==> config.mk <==
export PLATFORM = sky130hd
export DESIGN_NAME = dm_hw_allocator
export DESIGN_NICKNAME = d
export VERILOG_FILES = /design/src/rtl/dm_alloc_pkg.sv /design/src/rtl/dm_alloc_window.sv /design/src/rtl/dm_hw_allocator.sv
export SDC_FILE = /design/constraint.sdc
export NUM_CORES = 1
export LEC_CHECK = 0
export CELL_PAD_IN_SITES_DETAIL_PLACEMENT = 2
export CELL_PAD_IN_SITES_GLOBAL_PLACEMENT = 2
export CORE_MARGIN = 1.5
export CORE_UTILIZATION = 40
export CTS_CLUSTER_DIAMETER = 40
export DETAILED_ROUTE_END_ITERATION = 10
export GPL_TIMING_DRIVEN = 0
export PLACE_DENSITY = 0.91
export SETUP_SLACK_MARGIN = 0.02
export SYNTH_ARGS = -nofsm -noshare
export SYNTH_HDL_FRONTEND = slang
export SYNTH_SLANG_ARGS = --single-unit
==> constraint.sdc <==
create_clock -name clock -period 20.3 [get_ports clock]
set_input_delay 5.075 -clock clock [delete_from_list [all_inputs] [get_ports clock]]
set_output_delay 5.075 -clock clock [all_outputs]
set_load 0.02 [all_outputs]
==> src/rtl/dm_alloc_pkg.sv <==
// Shared types for the dm hardware allocator.
// Op codes, FSM states and the error-response address.
package dm_alloc_pkg;

  typedef enum logic {
    DM_OP_ALLOC = 1'b0,
    DM_OP_FREE  = 1'b1
  } dm_op_e;

  typedef enum logic [1:0] {
    ST_IDLE,
    ST_SCAN,
    ST_FREE,
    ST_RESP
  } dm_state_e;

  localparam logic [63:0] DM_ALLOC_ERR_ADDR = 64'h0;

  function automatic logic is_pow2(input logic [63:0] v);
    return (v != '0) && ((v & (v - 64'd1)) == '0);
  endfunction

endpackage

==> src/rtl/dm_alloc_window.sv <==
// Window mask generator: size ones starting at idx.
// Flags windows that run past the end of the pool.
module dm_alloc_window #(
  parameter int NUNITS = 16
) (
  input  logic [63:0]       idx,
  input  logic [63:0]       size,
  output logic [NUNITS-1:0] mask,
  output logic              ovf
);

  logic [64:0] end_w;

  // Per-bit range compare avoids a wide barrel shift
  always_comb begin
    end_w = {1'b0, idx} + {1'b0, size};
    ovf   = end_w > 65'(NUNITS);
    mask  = '0;
    for (int i = 0; i < NUNITS; i++) begin
      mask[i] = (64'(i) >= idx) && (65'(i) < end_w);
    end
  end

endmodule

==> src/rtl/dm_hw_allocator.sv <==
// First-fit byte-granule allocator behind valid/ready channels.
// Optional DM_ALLOC_STATS_EN adds used_bytes/peak_bytes outputs.
module dm_hw_allocator
  import dm_alloc_pkg::*;
#(
  parameter logic [63:0] BASE = 64'd1,
  parameter int          SIZE = 16,
  localparam int         NUNITS = SIZE,
  localparam int         LW = $clog2(SIZE + 1)
) (
  input  logic          clock,
  input  logic          reset_n,
  input  logic          req_valid,
  output logic          req_ready,
  input  logic          req_op,
  input  logic [63:0]   req_size,
  input  logic [63:0]   req_align,
  input  logic [63:0]   req_addr,
  output logic          rsp_valid,
  input  logic          rsp_ready,
  output logic [63:0]   rsp_addr,
  output logic          rsp_err
`ifdef DM_ALLOC_STATS_EN
  ,
  output logic [LW-1:0] used_bytes,
  output logic [LW-1:0] peak_bytes
`endif
);

  localparam int          IW = (NUNITS > 1) ? $clog2(NUNITS) : 1;
  localparam logic [63:0] NEG_BASE = ~BASE + 64'd1;

  if (SIZE < 1 || SIZE > 64) begin : g_bad_size
    $error("dm_hw_allocator: SIZE out of range");
  end
  if (BASE > (64'hFFFF_FFFF_FFFF_FFFF - 64'(SIZE))) begin : g_bad_base
    $error("dm_hw_allocator: BASE+SIZE overflows");
  end

  dm_state_e state_q, state_d;

  logic [NUNITS-1:0]         used_q, used_d;
  logic [NUNITS-1:0]         start_q, start_d;
  logic [NUNITS-1:0][LW-1:0] len_q, len_d;

  logic [63:0] size_q, size_d;
  logic [63:0] align_q, align_d;
  logic [63:0] addr_q, addr_d;
  logic [63:0] idx_q, idx_d;
  logic [63:0] rsp_addr_q, rsp_addr_d;
  logic        rsp_err_q, rsp_err_d;
  logic        rdy_q, vld_q;

  logic [63:0]       off;
  logic              off_ok;
  logic              free_ok;
  logic [IW-1:0]     off_i;
  logic [IW-1:0]     idx_i;
  logic [63:0]       free_len;
  logic              req_bad;
  logic [63:0]       win_idx;
  logic [63:0]       win_size;
  logic [NUNITS-1:0] win_mask;
  logic              win_ovf;

  // FREE target decode and window source selection
  always_comb begin
    off      = addr_q - BASE;
    off_ok   = (addr_q >= BASE) && (off < 64'(NUNITS));
    off_i    = off[IW-1:0];
    idx_i    = idx_q[IW-1:0];
    free_ok  = off_ok && start_q[off_i];
    free_len = off_ok ? 64'(len_q[off_i]) : '0;
    req_bad  = (req_size == '0) || (req_size > 64'(SIZE))
            || !is_pow2(req_align);
    win_idx  = (state_q == ST_FREE) ? off : idx_q;
    win_size = (state_q == ST_FREE) ? free_len : size_q;
  end

  dm_alloc_window #(
    .NUNITS(NUNITS)
  ) u_window (
    .idx  (win_idx),
    .size (win_size),
    .mask (win_mask),
    .ovf  (win_ovf)
  );

  // Next-state and datapath updates
  always_comb begin
    state_d    = state_q;
    used_d     = used_q;
    start_d    = start_q;
    len_d      = len_q;
    size_d     = size_q;
    align_d    = align_q;
    addr_d     = addr_q;
    idx_d      = idx_q;
    rsp_addr_d = rsp_addr_q;
    rsp_err_d  = rsp_err_q;
    unique case (state_q)
      ST_IDLE: begin
        if (req_valid && rdy_q) begin
          size_d  = req_size;
          align_d = req_align;
          addr_d  = req_addr;
          if (dm_op_e'(req_op) == DM_OP_FREE) begin
            state_d = ST_FREE;
          end else if (req_bad) begin
            rsp_addr_d = DM_ALLOC_ERR_ADDR;
            rsp_err_d  = 1'b1;
            state_d    = ST_RESP;
          end else begin
            idx_d   = NEG_BASE & (req_align - 64'd1);
            state_d = ST_SCAN;
          end
        end
      end
      ST_SCAN: begin
        if (win_ovf) begin
          rsp_addr_d = DM_ALLOC_ERR_ADDR;
          rsp_err_d  = 1'b1;
          state_d    = ST_RESP;
        end else if ((used_q & win_mask) == '0) begin
          used_d         = used_q | win_mask;
          start_d[idx_i] = 1'b1;
          len_d[idx_i]   = LW'(size_q);
          rsp_addr_d     = BASE + idx_q;
          rsp_err_d      = 1'b0;
          state_d        = ST_RESP;
        end else begin
          idx_d = idx_q + align_q;
        end
      end
      ST_FREE: begin
        if (free_ok) begin
          used_d         = used_q & ~win_mask;
          start_d[off_i] = 1'b0;
        end
        rsp_addr_d = addr_q;
        rsp_err_d  = !free_ok;
        state_d    = ST_RESP;
      end
      ST_RESP: begin
        if (rsp_ready) begin
          state_d = ST_IDLE;
        end
      end
      default: state_d = ST_IDLE;
    endcase
  end

  // State, pool tables and registered handshake outputs
  always_ff @(posedge clock or negedge reset_n) begin
    if (!reset_n) begin
      state_q    <= ST_IDLE;
      used_q     <= '0;
      start_q    <= '0;
      len_q      <= '0;
      size_q     <= '0;
      align_q    <= '0;
      addr_q     <= '0;
      idx_q      <= '0;
      rsp_addr_q <= '0;
      rsp_err_q  <= 1'b0;
      rdy_q      <= 1'b0;
      vld_q      <= 1'b0;
    end else begin
      state_q    <= state_d;
      used_q     <= used_d;
      start_q    <= start_d;
      len_q      <= len_d;
      size_q     <= size_d;
      align_q    <= align_d;
      addr_q     <= addr_d;
      idx_q      <= idx_d;
      rsp_addr_q <= rsp_addr_d;
      rsp_err_q  <= rsp_err_d;
      rdy_q      <= (state_d == ST_IDLE);
      vld_q      <= (state_d == ST_RESP);
    end
  end

  assign req_ready = rdy_q;
  assign rsp_valid = vld_q;
  assign rsp_addr  = rsp_addr_q;
  assign rsp_err   = rsp_err_q;

`ifdef DM_ALLOC_STATS_EN
  logic [LW-1:0] used_bytes_q, used_bytes_d;
  logic [LW-1:0] peak_bytes_q, peak_bytes_d;

  // Occupancy popcount and running maximum, one cycle behind the bitmap
  always_comb begin
    used_bytes_d = '0;
    for (int i = 0; i < NUNITS; i++) begin
      used_bytes_d = used_bytes_d + LW'(used_q[i]);
    end
    peak_bytes_d = (used_bytes_d > peak_bytes_q) ? used_bytes_d
                                                 : peak_bytes_q;
  end

  // Statistics registers
  always_ff @(posedge clock or negedge reset_n) begin
    if (!reset_n) begin
      used_bytes_q <= '0;
      peak_bytes_q <= '0;
    end else begin
      used_bytes_q <= used_bytes_d;
      peak_bytes_q <= peak_bytes_d;
    end
  end

  assign used_bytes = used_bytes_q;
  assign peak_bytes = peak_bytes_q;
`endif

endmodule

==> results_dict.tcl, run 1 <==
set metrics [dict create \
    final.setup.tns_ns 0 \
    worstMarginPinSlew_ns 1.77 \
    postRouteAntennaNets 0 \
    fin_cells 5244 \
    rsz0062_at_grt "no" \
    clk_latency_ns 0.75 \
    post_drt_via_cell_ratio 7.33 \
    drc 0 \
    row_count 104 \
    synth_top_area_frac 0.333 \
    area_delta_synth_final_pct 23.5 \
    die_area_sq_mm 0.0838 \
    drv_slew 77 \
    ys_seq_area_frac 0.333 \
    synth_nets 4113 \
    synth_cells 3711 \
    clk_path_buf_depth 3 \
    ys.flop_type "dfrtp_1" \
    final-hold-violation-count 0 \
    cp.required_ns 20.79 \
    place_hpwl_microns 133000 \
    yosys_warnings 0 \
    layout_min_cycle_time_ns 17.99 \
    hold_path.class "flip-flop to flip-flop" \
    clk_pin_slew_ns 0.06 \
    critPathMaxFanout 10 \
    slowest_delay_ns 1.21 \
    h-tree-depth 3 \
    cts_buffers 98 \
    nets 4486 \
    grt_max_degree 110 \
    synthTopCellsByArea "dfrtp_1 (33%), mux2_2 (9.7%), ha_1 (7.7%), nand2_1 (5.7%), o21ai_0 (4.5%)" \
    met2_length_microns 94000 \
    fmax_ghz 0.0556 \
    pre_cts_ws_ns 5.65 \
    top_layer_used "met5" \
    track_usage 0.489 \
    crit_top_cell "clkbuf_1" \
    portBuffers 263 \
    syn_avg_cell_area_sq_um 8.85 \
    synthArstFlopShare 1.00 \
    grt_pass1_vias 40902 \
    arrival_ns 18.47 \
    cp_slowest_cell "clkbuf_1" \
    num_vias 38431 \
    die_h_microns 290 \
    clock_skew_ns 0.107 \
    cts_resized 0 \
    fin_crit_sh 0.886 \
    wl_per_cell_microns 41.2 \
    cts.sinks 437 \
    setup_viol 0 \
    gp_congestion 0.988 \
    setup_slack_ns 2.31 \
    start_kind "flip-flop" \
    post_cts_buffers 0 \
    ys_types 105 \
    status "finished, violations left" \
    antenna_found_initial 30 \
    violations "max-capacitance violations, max-slew violations" \
    io_pins 264 \
    endpoint_kind "flip-flop" \
    synthesis.area_sq_mm 0.0328 \
    met3_length_microns 25900 \
    dr.pass1.iters 7 \
    root_buffer "clkbuf_16" \
    cts_tree "yes" \
    synth_seq_cells 437 \
    synth-edff-count 0 \
    die_x_microns 290 \
    coreArea_sq_mm 0.0809 \
    grt_overflow 0 \
    initialDrtViolationCount 4800 \
    dp_cells 5042 \
    wl_microns 216000 \
    grt_pass1_wl_microns 298000 \
    yosys.area.top_type "dfrtp_1" \
    slew_headroom -0.193 \
    fin_util 0.501 \
    met1_length_microns 74100 \
    max-cap-violations 9 \
    drive_gt1_frac 0.143 \
    critPathKind "flip-flop to flip-flop" \
    hold_buffers 0 \
    start_util 0.406 \
]
cell usage in the layout, fill, tap and decap left out, types with 114 or more instances in the layout:
cell	instances
clkbuf_1	169
xnor2_1	114
nor2_1	255
nand2_1	497
a21oi_1	229
mux2_2	282
ha_1	203
dfrtp_1	437
clkdlybuf4s50_1	262
o21ai_0	295
registers in the layout, summed over array words and instances (netlist names), named ones only:
register	cells
rsp_err	1
rsp_addr	64
state_q	2
idx_q	64
align_q	64
req_ready	1
start_q	16
addr_q	64
size_q	64
len_q	80
rsp_valid	1
cell usage after synthesis, types with 50 or more instances:
cell type	count
nor2b_1	74
nor2_1	255
a21oi_1	229
nand3_1	91
mux2_1	50
nor4_1	69
nand2_1	497
inv_1	67
xor2_1	92
ha_1	203
mux2_2	282
a21o_1	58
nand4_1	65
nor3_1	95
o21ai_0	295
dfrtp_1	437
xnor2_1	114
clkbuf_1	161
stage by stage:
stage,cell area [sq um],hold slack [ns]
after global placement,36800,0.468
final,40600,0.499
after floorplan,32800,0.452
after CTS,40500,0.500
after global routing,40500,0.522
after detailed placement,37000,0.484
worst paths after layout:
path,slack [ns],startpoint,cells after the start,to
worst max-delay path,2.31,addr_q[0],39,rsp_addr[63]
worst min-delay path,0.50,len_q[42],1,len_q[42]
max in group asynchronous,14.34,reset_n,3,size_q[24]
worst min register to register,0.50,len_q[42],1,len_q[42]
worst max register to register,2.31,addr_q[0],39,rsp_addr[63]
min in group asynchronous,4.32,reset_n,1,len_q[15]
area by class of cell:
type                    instances  area, sq um
fillers                      8488        40400
multi-input cells            3001        20900
flip-flops and latches        437        10900
repair buffers                273         2800
clock buffers                 123         2720
well taps                    1060         1330
plain buffers                 203          825
clock inverters                60          797
inverters                      70          263
diodes                         17         42.5
logic make-up after synthesis:
family / count (synthesis) / synth area share
XOR/XNOR: 206 / 0.0549
AND/OR/NAND/NOR: 1364 / 0.204
AO/OA/AOI/OAI: 845 / 0.158
adder cells (fa/ha/maj): 205 / 0.0786
buffers and inverters: 273 / 0.0331
multiplexers: 381 / 0.138
flip-flops: 437 / 0.333
routing by layer:
layer	global-route usage	up-vias
met4	0.411	30
met3	0.168	1484
li1	-	14259
met5	0.00909	-
met1	0.547	19259
met2	0.751	3399
critical path: cells and delay by family, from the launching register on:
family	cells	cell delay, ns
fa+ha+maj	3	1.17
compound gates	8	5.06
flops	1	0.43
xor+xnor	1	0.29
buf+inv	10	5.41
simple gates	17	5.32
Power of run 1 is left out: the tool's default activity adds up to more than one toggle a clock period on the data nets, which glitch-free logic cannot reach.
==> run 2, diff against run 1 <==
--- a/config.mk
+++ b/config.mk
@@ -7,7 +7,7 @@
 export LEC_CHECK = 0
 export CELL_PAD_IN_SITES_DETAIL_PLACEMENT = 2
 export CELL_PAD_IN_SITES_GLOBAL_PLACEMENT = 2
-export CORE_MARGIN = 1.5
+export CORE_MARGIN = 2
 export CORE_UTILIZATION = 40
 export CTS_CLUSTER_DIAMETER = 40
 export DETAILED_ROUTE_END_ITERATION = 10
==> results_dict.tcl, run 2 (synthesis gave the netlist of run 1 again) <==
set metrics [dict create \
    slew_headroom -0.0387 \
    reg2reg_to "rsp_addr[56]" \
    post_drt_via_cell_ratio 7.26 \
    initialDrtViolationCount 4505 \
    hp-start "len_q[27]" \
    cp_num_buf_inv 10 \
    min_to "len_q[27]" \
    start_util 0.402 \
    num_vias 38108 \
    arrival_ns 18.19 \
    cts_resized 0 \
    grt_max_degree 116 \
    clk_pin_slew_ns 0.06 \
    gp_congestion 0.992 \
    hold_buffers 0 \
    layout_min_cycle_time_ns 17.70 \
    track_usage 0.493 \
    max-cap-violations 4 \
    die_x_microns 291 \
    root_buffer "clkbuf_16" \
    die_h_microns 291 \
    rsz0062_at_grt "no" \
    h-tree-depth 3 \
    final-hold-violation-count 0 \
    place_hpwl_microns 134000 \
    ff2ff_path_depth 40 \
    crit_top_cell "clkbuf_1" \
    final.setup.tns_ns 0 \
    post_cts_buffers 0 \
    cp.required_ns 20.79 \
    fin_cells 5250 \
    dr.pass1.iters 8 \
    endpoint_kind "flip-flop" \
    clk_path_buf_depth 3 \
    row_count 105 \
    fillerInstances 8596 \
    reg2reg_from "addr_q[0]" \
    drive_gt1_frac 0.144 \
    start_kind "flip-flop" \
    top_register "len_q" \
    cts_buffers 100 \
    status "finished, violations left" \
    io_pins 264 \
    clk_latency_ns 0.78 \
    fin_util 0.498 \
    reg2reg_slack_ns 2.60 \
    hold_path.class "flip-flop to flip-flop" \
    violations "max-capacitance violations, max-slew violations" \
    cp_slowest_cell "o21ai_1" \
    cts_tree "yes" \
    grt_overflow 0 \
    area_delta_synth_final_pct 24.0 \
    critPathTopFamily "buffers and inverters" \
    largest_reg_flops 80 \
    worstMarginPinSlew_ns 1.54 \
    wl_per_cell_microns 40.8 \
    slowest_delay_ns 1.18 \
    coreArea_sq_mm 0.0817 \
    layout_common_cells "nand2_1 (497), dfrtp_1 (437), o21ai_0 (295)" \
    portBuffers 263 \
    fmax_ghz 0.0565 \
    grt_pass1_wl_microns 306000 \
    setup_viol 0 \
    hold_slack_ns 0.505 \
    drv_slew 4 \
    antenna_found_initial 24 \
    hold_depth 1 \
    critPathMaxFanout 10 \
    grt_pass1_vias 41802 \
    critPathKind "flip-flop to flip-flop" \
    drc 0 \
    die_area_sq_mm 0.0844 \
    wl_microns 214000 \
    clock_skew_ns 0.108 \
    final_common_cell "nand2_1" \
    dp_cells 5052 \
    nets 4488 \
    fin_crit_sh 0.872 \
    postRouteAntennaNets 0 \
    cts.sinks 437 \
]
[run 2: cell types whose count changed in the layout (fill, tap and decap cells not counted), sizes merged]
cell,delta
diode,-7
clkinv,+3
bufinv,+2
clkbuf,-2
buf,+1
inv,-1
[run 2: metrics by stage]
step                worst slack, ns  area (sq um)
floorplan                      9.78         32800
global placement              -5.85         36800
detailed placement             5.97         37000
CTS                            4.53         40700
global route                   2.46         40700
finish                         2.60         40700
[run 2: metal layers]
| metal | vias up | part of all wire | wire [microns] | global-route usage |
|---|---|---|---|---|
| li1 | 14222 | - | - | - |
| met1 | 19121 | 0.35 | 74000 | 0.541 |
| met2 | 3226 | 0.44 | 93600 | 0.758 |
| met3 | 1510 | 0.11 | 23700 | 0.176 |
| met4 | 29 | 0.10 | 22100 | 0.419 |
| met5 | - | 0.0025 | 532 | 0.0238 |
[run 2: final cells by class]
type	count	area [sq um]	share of cell area
Buffer	203	826	0.0203
Tap cell	1070	1340	0.0329
Clock buffer	122	2760	0.0677
Antenna cell	10	25.0	0.000615
Inverter	70	263	0.00645
Timing Repair Buffer	273	2800	0.0687
Sequential cell	437	10900	0.269
Multi-Input combinational cell	3001	20900	0.513
Clock inverter	64	903	0.0222
[run 2: how the worst max path moves through the flow]
stage | start | endpoint | slack, ns | cells after the start
2_1_floorplan | req_align[4] | idx_q[10] | 9.78 | 26
6_report | addr_q[0] | rsp_addr[56] | 2.60 | 40
4_1_cts | addr_q[0] | rsp_addr[60] | 4.53 | 41
3_5_place_dp | addr_q[0] | rsp_addr[8] | 5.97 | 41
3_3_place_gp | reset_n | size_q[35] | -5.85 | 1
5_1_grt | addr_q[0] | rsp_addr[60] | 2.46 | 41
Power of run 2 is left out for the same reason.
